===== config.mk =====
export PLATFORM = sky130hd
export DESIGN_NAME = tone_mixer
export DESIGN_NICKNAME = d
export VERILOG_FILES = /design/src/rtl/tone_mixer.sv
export SDC_FILE = /design/constraint.sdc
export NUM_CORES = 1
export LEC_CHECK = 0
export CORE_MARGIN = 3
export CORE_UTILIZATION = 30
export DETAILED_ROUTE_END_ITERATION = 6
export HOLD_SLACK_MARGIN = 0.03
export SYNTH_ARGS = -nofsm -noshare
export SYNTH_HDL_FRONTEND = slang
export SYNTH_SLANG_ARGS = --single-unit

===== constraint.sdc =====
create_clock -name clock -period 7.7 [get_ports clock]
set_clock_uncertainty 0.05 [all_clocks]
set_input_delay 2.31 -clock clock [delete_from_list [all_inputs] [get_ports clock]]
set_output_delay 2.31 -clock clock [all_outputs]
set_load 0.05 [all_outputs]

===== src/rtl/tone_mixer.sv =====
// tone_mixer: polyphonic square-wave tone generator feeding the audio CODEC write port.
//
// Each switch gates one voice with its own half-period (in samples). Enabled voices are
// summed with signed saturation and written to both channels through a three-state
// IDLE/WRITE/WAIT handshake, one sample per CODEC slot.
//
// Optional feature: define TONE_MIXER_ENVELOPE_EN to add a per-voice linear attack/release
// gain (0..2^ENV_STEP_W) instead of instantaneous gating.
//
// Ports:
//   clock           in   system clock
//   reset           in   synchronous, active-high reset
//   switches        in   [VOICES]  bit i enables voice i, sampled at each sample strobe
//   write_ready     in   CODEC can accept a sample pair
//   write           out  one-cycle write strobe
//   writedata_left  out  [DATA_W]  left sample (two's complement)
//   writedata_right out  [DATA_W]  right sample, always equal to left
module tone_mixer #(
  parameter int unsigned                 DATA_W       = 24,
  parameter int unsigned                 VOICES       = 4,
  parameter int unsigned                 PERIOD_W     = 8,
  parameter logic [VOICES*PERIOD_W-1:0]  HALF_PERIODS = {8'd32, 8'd16, 8'd8, 8'd4},
  parameter logic [DATA_W-1:0]           AMPLITUDE    = 24'h100000,
  parameter int unsigned                 ENV_STEP_W   = 6
) (
  input  logic              clock,
  input  logic              reset,
  input  logic [VOICES-1:0] switches,
  input  logic              write_ready,
  output logic              write,
  output logic [DATA_W-1:0] writedata_left,
  output logic [DATA_W-1:0] writedata_right
);

  localparam int unsigned SumW = DATA_W + $clog2(VOICES) + 1;

  localparam logic signed [SumW-1:0] SatMax = {{(SumW-DATA_W+1){1'b0}}, {(DATA_W-1){1'b1}}};
  localparam logic signed [SumW-1:0] SatMin = {{(SumW-DATA_W+1){1'b1}}, {(DATA_W-1){1'b0}}};

  if (VOICES < 1 || VOICES > 8 || ENV_STEP_W < 1) begin : gen_param_check
    $error("tone_mixer: VOICES must be 1..8 and ENV_STEP_W at least 1");
  end

  typedef enum logic [1:0] {StIdle, StWrite, StWait} state_e;

  state_e state_q, state_d;
  logic   strobe;

  logic [PERIOD_W-1:0] cnt_q [VOICES];
  logic [PERIOD_W-1:0] cnt_d [VOICES];
  logic                ph_q  [VOICES];
  logic                ph_d  [VOICES];
  logic [PERIOD_W-1:0] half_eff [VOICES];
  logic [DATA_W-1:0]   mag      [VOICES];
  logic                run      [VOICES];
  logic                clr      [VOICES];

  logic signed [SumW-1:0] voice_val [VOICES];
  logic signed [SumW-1:0] sum;
  logic [DATA_W-1:0]      mix;
  logic [DATA_W-1:0]      data_q, data_d;

  // ---------------------------------------------------------------------------
  // Handshake FSM
  // ---------------------------------------------------------------------------
  always_comb begin
    state_d = state_q;
    strobe  = 1'b0;
    write   = 1'b0;
    unique case (state_q)
      StIdle: begin
        if (write_ready) begin
          strobe  = 1'b1;
          state_d = StWrite;
        end
      end
      StWrite: begin
        write   = 1'b1;
        state_d = StWait;
      end
      StWait: begin
        // Wait for the CODEC to drop ready so each slot gets exactly one sample.
        if (!write_ready) state_d = StIdle;
      end
      default: state_d = StIdle;
    endcase
  end

  // ---------------------------------------------------------------------------
  // Per-voice gain (envelope build) or plain gating
  // ---------------------------------------------------------------------------
`ifdef TONE_MIXER_ENVELOPE_EN
  localparam logic [ENV_STEP_W:0] GMax = (ENV_STEP_W+1)'(1) << ENV_STEP_W;

  logic [ENV_STEP_W:0]          g_q   [VOICES];
  logic [ENV_STEP_W:0]          g_d   [VOICES];
  logic [ENV_STEP_W:0]          g_new [VOICES];
  logic [DATA_W+ENV_STEP_W:0]   prod  [VOICES];

  always_comb begin
    for (int i = 0; i < VOICES; i++) begin
      if (switches[i]) g_new[i] = (g_q[i] == GMax) ? g_q[i] : g_q[i] + 1'b1;
      else             g_new[i] = (g_q[i] == '0)   ? g_q[i] : g_q[i] - 1'b1;
      g_d[i]  = strobe ? g_new[i] : g_q[i];
      // The gain that results from this strobe scales this strobe's sample.
      prod[i] = (DATA_W+ENV_STEP_W+1)'(AMPLITUDE) * (DATA_W+ENV_STEP_W+1)'(g_new[i]);
      mag[i]  = prod[i][ENV_STEP_W +: DATA_W];
      // Oscillator keeps running through the release tail.
      run[i]  = (g_new[i] != '0);
      clr[i]  = !run[i];
    end
  end

  always_ff @(posedge clock) begin
    for (int i = 0; i < VOICES; i++) begin
      if (reset) g_q[i] <= '0;
      else       g_q[i] <= g_d[i];
    end
  end
`else
  always_comb begin
    for (int i = 0; i < VOICES; i++) begin
      run[i] = switches[i];
      clr[i] = !switches[i];
      mag[i] = switches[i] ? AMPLITUDE : '0;
    end
  end
`endif

  // ---------------------------------------------------------------------------
  // Voice oscillators and values
  // ---------------------------------------------------------------------------
  always_comb begin
    for (int i = 0; i < VOICES; i++) begin
      half_eff[i] = HALF_PERIODS[i*PERIOD_W +: PERIOD_W];
      if (half_eff[i] == '0) half_eff[i] = PERIOD_W'(1);

      cnt_d[i] = cnt_q[i];
      ph_d[i]  = ph_q[i];
      if (strobe) begin
        if (run[i]) begin
          if (cnt_q[i] == half_eff[i] - PERIOD_W'(1)) begin
            cnt_d[i] = '0;
            ph_d[i]  = ~ph_q[i];
          end else begin
            cnt_d[i] = cnt_q[i] + PERIOD_W'(1);
          end
        end else if (clr[i]) begin
          cnt_d[i] = '0;
          ph_d[i]  = 1'b0;
        end
      end

      // Value uses the pre-strobe phase; magnitude is zero for a silent voice.
      voice_val[i] = $signed({{(SumW-DATA_W){1'b0}}, mag[i]});
      if (ph_q[i]) voice_val[i] = -voice_val[i];
    end
  end

  // ---------------------------------------------------------------------------
  // Mixer with signed saturation
  // ---------------------------------------------------------------------------
  always_comb begin
    sum = '0;
    for (int i = 0; i < VOICES; i++) begin
      sum = sum + voice_val[i];
    end
    if (sum > SatMax)      mix = SatMax[DATA_W-1:0];
    else if (sum < SatMin) mix = SatMin[DATA_W-1:0];
    else                   mix = sum[DATA_W-1:0];
    data_d = strobe ? mix : data_q;
  end

  always_ff @(posedge clock) begin
    if (reset) begin
      state_q <= StIdle;
      data_q  <= '0;
      for (int i = 0; i < VOICES; i++) begin
        cnt_q[i] <= '0;
        ph_q[i]  <= 1'b0;
      end
    end else begin
      state_q <= state_d;
      data_q  <= data_d;
      for (int i = 0; i < VOICES; i++) begin
        cnt_q[i] <= cnt_d[i];
        ph_q[i]  <= ph_d[i];
      end
    end
  end

  assign writedata_left  = data_q;
  assign writedata_right = data_q;

endmodule

# Word level (Yosys, flattened, before mapping)
# Memory sizes are Yosys's and may differ from the RTL's.
# Cells that the tools add are included.
# totals
register_bits	26
latch_bits	0
ramBits	36
rom_bits	0
output_inout_bits	49
wordCells	90
memories	2
# op_classes
n_addsub	11
multipliers	0
div_mod_pow	0
magnitude_cmp	2
eq_ne	8
n_shift	0
n_mux	51
bitwise_logic	12
n_reduce_logical	2
# mem_list
name	words	word_bits	read_ports	rd_ports_with_merged_regs	write_ports	line_no	text
cnt_q	4	8	4	0	4	49	logic [PERIOD_W-1:0] cnt_q [VOICES];
ph_q	4	1	4	0	4	51	logic ph_q [VOICES];
# op_table
cell	n
$mux W8	16
$mux W27	4
$neg A21 Y27	4
$mux W21	4
$add A27 B27 Y27	3
$mux W24	2
$add A8 B1 Y8 const B	4
$gt A27 B24 Y1 const B	1
$lt A27 B24 Y1 const B	1
$mux W1	22
$eq A8 B2 Y1 const B	1
$eq A8 B3 Y1 const B	1
$eq A8 B4 Y1 const B	1
$eq A8 B5 Y1 const B	1
$or A1 B1 Y1	8
$pmux W2 S3	1
$mux W2	2
$ne A2 B2 Y1 const B	2
$not A1 Y1	4
$eq A2 B1 Y1 const B	1
$eq A2 B2 Y1 const B	1
$logic_not A2 Y1	1
$reduce_and A2 Y1	1

# Longest topological paths before layout
# depth
ltp_word	9
ltp_mapped	11
ltp_nobuf	11

# Worst setup path after synthesis
# No wires, ideal clock.
# synth_timing
kind	in2reg
from	in switches[3]
to	reg data_q[21], in the netlist writedata_left[21]
t_arrival_ns	5.107
t_required_ns	7.563
path_slack_ns	2.456
cell_stages	11
path_buffers	0
path_cell_list	nand2_1 fa_1 fa_1 inv_1 ha_1 fa_1 fa_1 nor2b_1 a311oi_1 o22ai_1 o31ai_1
# synth_between
elab_chain_cells	7
# synth_rtl
item	line_no	text
start: declaration	28	input logic [VOICES-1:0] switches,
$mux W21 (*)	125	mag[i] = switches[i] ? AMPLITUDE : '0;
$neg A21 Y27	156	if (ph_q[i]) voice_val[i] = -voice_val[i];
$mux W27 (*)	156	
$add A27 B27 Y27 (*)	166	sum = sum + voice_val[i];
$lt A27 B24 Y1	169	else if (sum < SatMin) mix = SatMin[DATA_W-1:0];
$mux W24	169	
$mux W24 (*)	168	if (sum > SatMax) mix = SatMax[DATA_W-1:0];
end signal: assignment	184	data_q <= data_d;
end: declaration	61	logic [DATA_W-1:0] data_q, data_d;
# Mark *: on every way between the ends. The rest lies on a longest branch, timed or not.
# A chain may end at the register's enable or synchronous reset.

# Final worst setup path
# layout_timing
from	in switches[2]
to	reg data_q[21], in the netlist writedata_left[21]
# layout_between
elab_chain_cells	8
# layout_rtl
item	line_no
$mux W21 (*)	125
$neg A21 Y27	156
$mux W27 (*)	156
$add A27 B27 Y27 (*) (2 in series)	166
$lt A27 B24 Y1	169
$mux W24	169
$mux W24 (*)	168
# Marks and branches as above.

==> impl_metrics.ini <==
[synthesis]
synth_area_leaders = dfxtp_1 (33%), buf_4 (13%), xnor2_1 (6.1%)
synth_edf_count = 0
synth-seq-area-share_pct = 33.3
syn_area_sq_um = 2580
synth_nets = 314
yosysWarnings = 0
synth_top_cell_area_share_pct = 33.3
netlist_instances = 293
synth_cell_types = 44
yosysTopAreaCell = dfxtp_1
ys.flop_type = dfxtp_1
synth-seq-cells = 43
async_flop_share_pct = 0
avgSynthCellArea_sq_um = 8.81

[grt]
grt.total_usage_pct = 10.2
grt_pass1_wl_microns = 8220
grt.overflow.total = 0
grt_max_degree = 42
antenna_found_initial = 0
grt_pass1_vias = 1776

[sta]
period_share_pct = 74.5
rsz0062_at_grt = false
slew_viol_final = 0
maxClockFrequency_mhz = 174
relSlewSlack_pct = 25.3
layout_min_cycle_time_ps = 5740
setup_viol = 0
hold_viol = 0
worst_pin_slew_ps = 1120
tns_ps = 0

[worst_setup_path]
worstPathRequired_ps = 7850
startpoint_type = primary input
end_kind = register
crit_type = in -> reg
crit_arrival_ps = 5890
crit_fanout = 6
ff2ff_setup_slack_ps = 4220

[placement]
gp_congestion = 0.803
port_buffers = 55
dp_hpwl_microns = 3580

[job]
maxCapViolCount = 0

[final_layout]
drive_above_1_share_pct = 7.19
fillCellCount = 852
syn2layout_area_growth_pct = 17.8
mostFrequentLayoutCells = clkdlybuf4s50_1 (55), dfxtp_1 (43), nor2_1 (35), nand2_1 (24), xnor2_1 (18)
antenna_cells = 0
nets = 326
layout_commonest_cell = clkdlybuf4s50_1

[pwr]
fin_total_pwr_mw = 0.508
peakVddDrop_v = 0.0000758
power_density_nw_per_um2 = 167
p_leak_nw = 1.08

[clock_tree]
cts_buffers = 5
clk-insertion-delay-late_ps = 300
htree_levels = 2
clockBufferDepth = 2
cts.clk_slew.worst_paths_ps = 90
cts_tree = built
hold_buffers = 0
postCtsSetupRepairBufs = 0
ctsResizeCount = 0
clkSinkCount = 43
root_buffer = clkbuf_8

[run_status]
status = complete, no violations

[routing]
drt-total-wl_microns = 4860
wl_per_cell_microns = 11.8
ant_nets = 0
viasPerCell = 4.49
vias = 1846
firstDrtPassIters = 4
drt_iter0_markers = 57
remaining_drc_errors = 0

[hold_path]
hp-class = reg -> reg

[die]
coreArea_sq_um = 8300
num_rows = 33
die_h_microns = 98.8
initial_core_util_pct = 31.1
dieWidth_microns = 98.8
die_area_sq_um = 9760
io_pins = 56
[worst max-delay path: stages]
cell and delay [ps]:
clkdlybuf4s50_1 590, nand2_1 110, fa_1 510, fa_1 550, inv_1 40, ha_1 210, fa_1 400, fa_1 430
nor2b_1 170, a311oi_1 250, o22ai_1 120, o31ai_1 210
[registers in the layout, indices dropped and copies added (netlist names)]
name,count
cnt_q,32
ph_q,4
state_q,2
writedata_left,5
[cell usage after synthesis (4+ instances only)]
cell type and count:
buf_4 43, dfxtp_1 43, nor2_1 35, nand2_1 24
xnor2_1 18, inv_1 13, a21oi_1 11, xor2_1 10
nand3_1 9, ha_1 8, nor2b_1 8, nand4_1 7
nor3_1 7, fa_1 6, o21ai_0 5, nor4_4 4
[final timing paths]
kind                                 start  depth (start not counted)                               to
setup / recovery               switches[2]                         12  writedata_left[21]$_SDFFE_PP0P_
hold / removal    cnt_q[3][1]$_SDFFE_PP0P_                          2         cnt_q[3][1]$_SDFFE_PP0P_
setup reg to reg      ph_q[3]$_SDFFE_PP0P_                         11  writedata_left[21]$_SDFFE_PP0P_
hold reg to reg   cnt_q[3][1]$_SDFFE_PP0P_                          2         cnt_q[3][1]$_SDFFE_PP0P_
[metal layers]
| metal | GRT usage [%] | routed length [microns] | vias to the layer above |
|---|---|---|---|
| li1 | - | - | 954 |
| met1 | 12.2 | 2230 | 867 |
| met2 | 17.9 | 2440 | 21 |
| met3 | 2.62 | 153 | 4 |
| met4 | 2.84 | 40 | 0 |
| met5 | 0 | 0 | - |
[stage by stage]
| stage | area [sq um] | util (%) | instances | worst slack [ps] | hold WS (ps) |
|---|---|---|---|---|---|
| floorplan | 2580 | - | 293 | 2460 | 399 |
| CTS | 3040 | 36.7 | 411 | 1950 | 430 |
| global route | 3040 | 36.7 | 411 | 1680 | 457 |
| finish | 3040 | 36.7 | 411 | 1960 | 436 |
| global placement | 2910 | 35.0 | 403 | 1720 | 410 |
| detailed placement | 2910 | 35.0 | 403 | 1650 | 417 |
[cells by family after synthesis]
family                     synth area share, %
and+or+nand+nor                           24.9
buffers and inverters                     16.3
DFF                                       33.3
AOI/OAI and AO/OA                         7.46
xor gates and xnor gates                  9.50
adders and majority gates                 8.53
[power breakdown]
part,switching [mW],total (mW),internal [mW]
Combinational,0.0396,0.0627,0.0231
Clock,0.0819,0.211,0.129
Sequential,0.00586,0.234,0.228
[cell type report]
| cell class | count | area (sq um) | share of cell area [%] |
|---|---|---|---|
| tap | 105 | 131 | 4.32 |
| multi-input combinational | 186 | 1310 | 42.9 |
| inverter | 13 | 48.8 | 1.60 |
| clock inverter | 3 | 67.6 | 2.22 |
| clock buffer | 5 | 68.8 | 2.26 |
| sequential | 43 | 861 | 28.3 |
| timing repair buffer | 56 | 558 | 18.3 |
(Power assumes the default switching activity.)
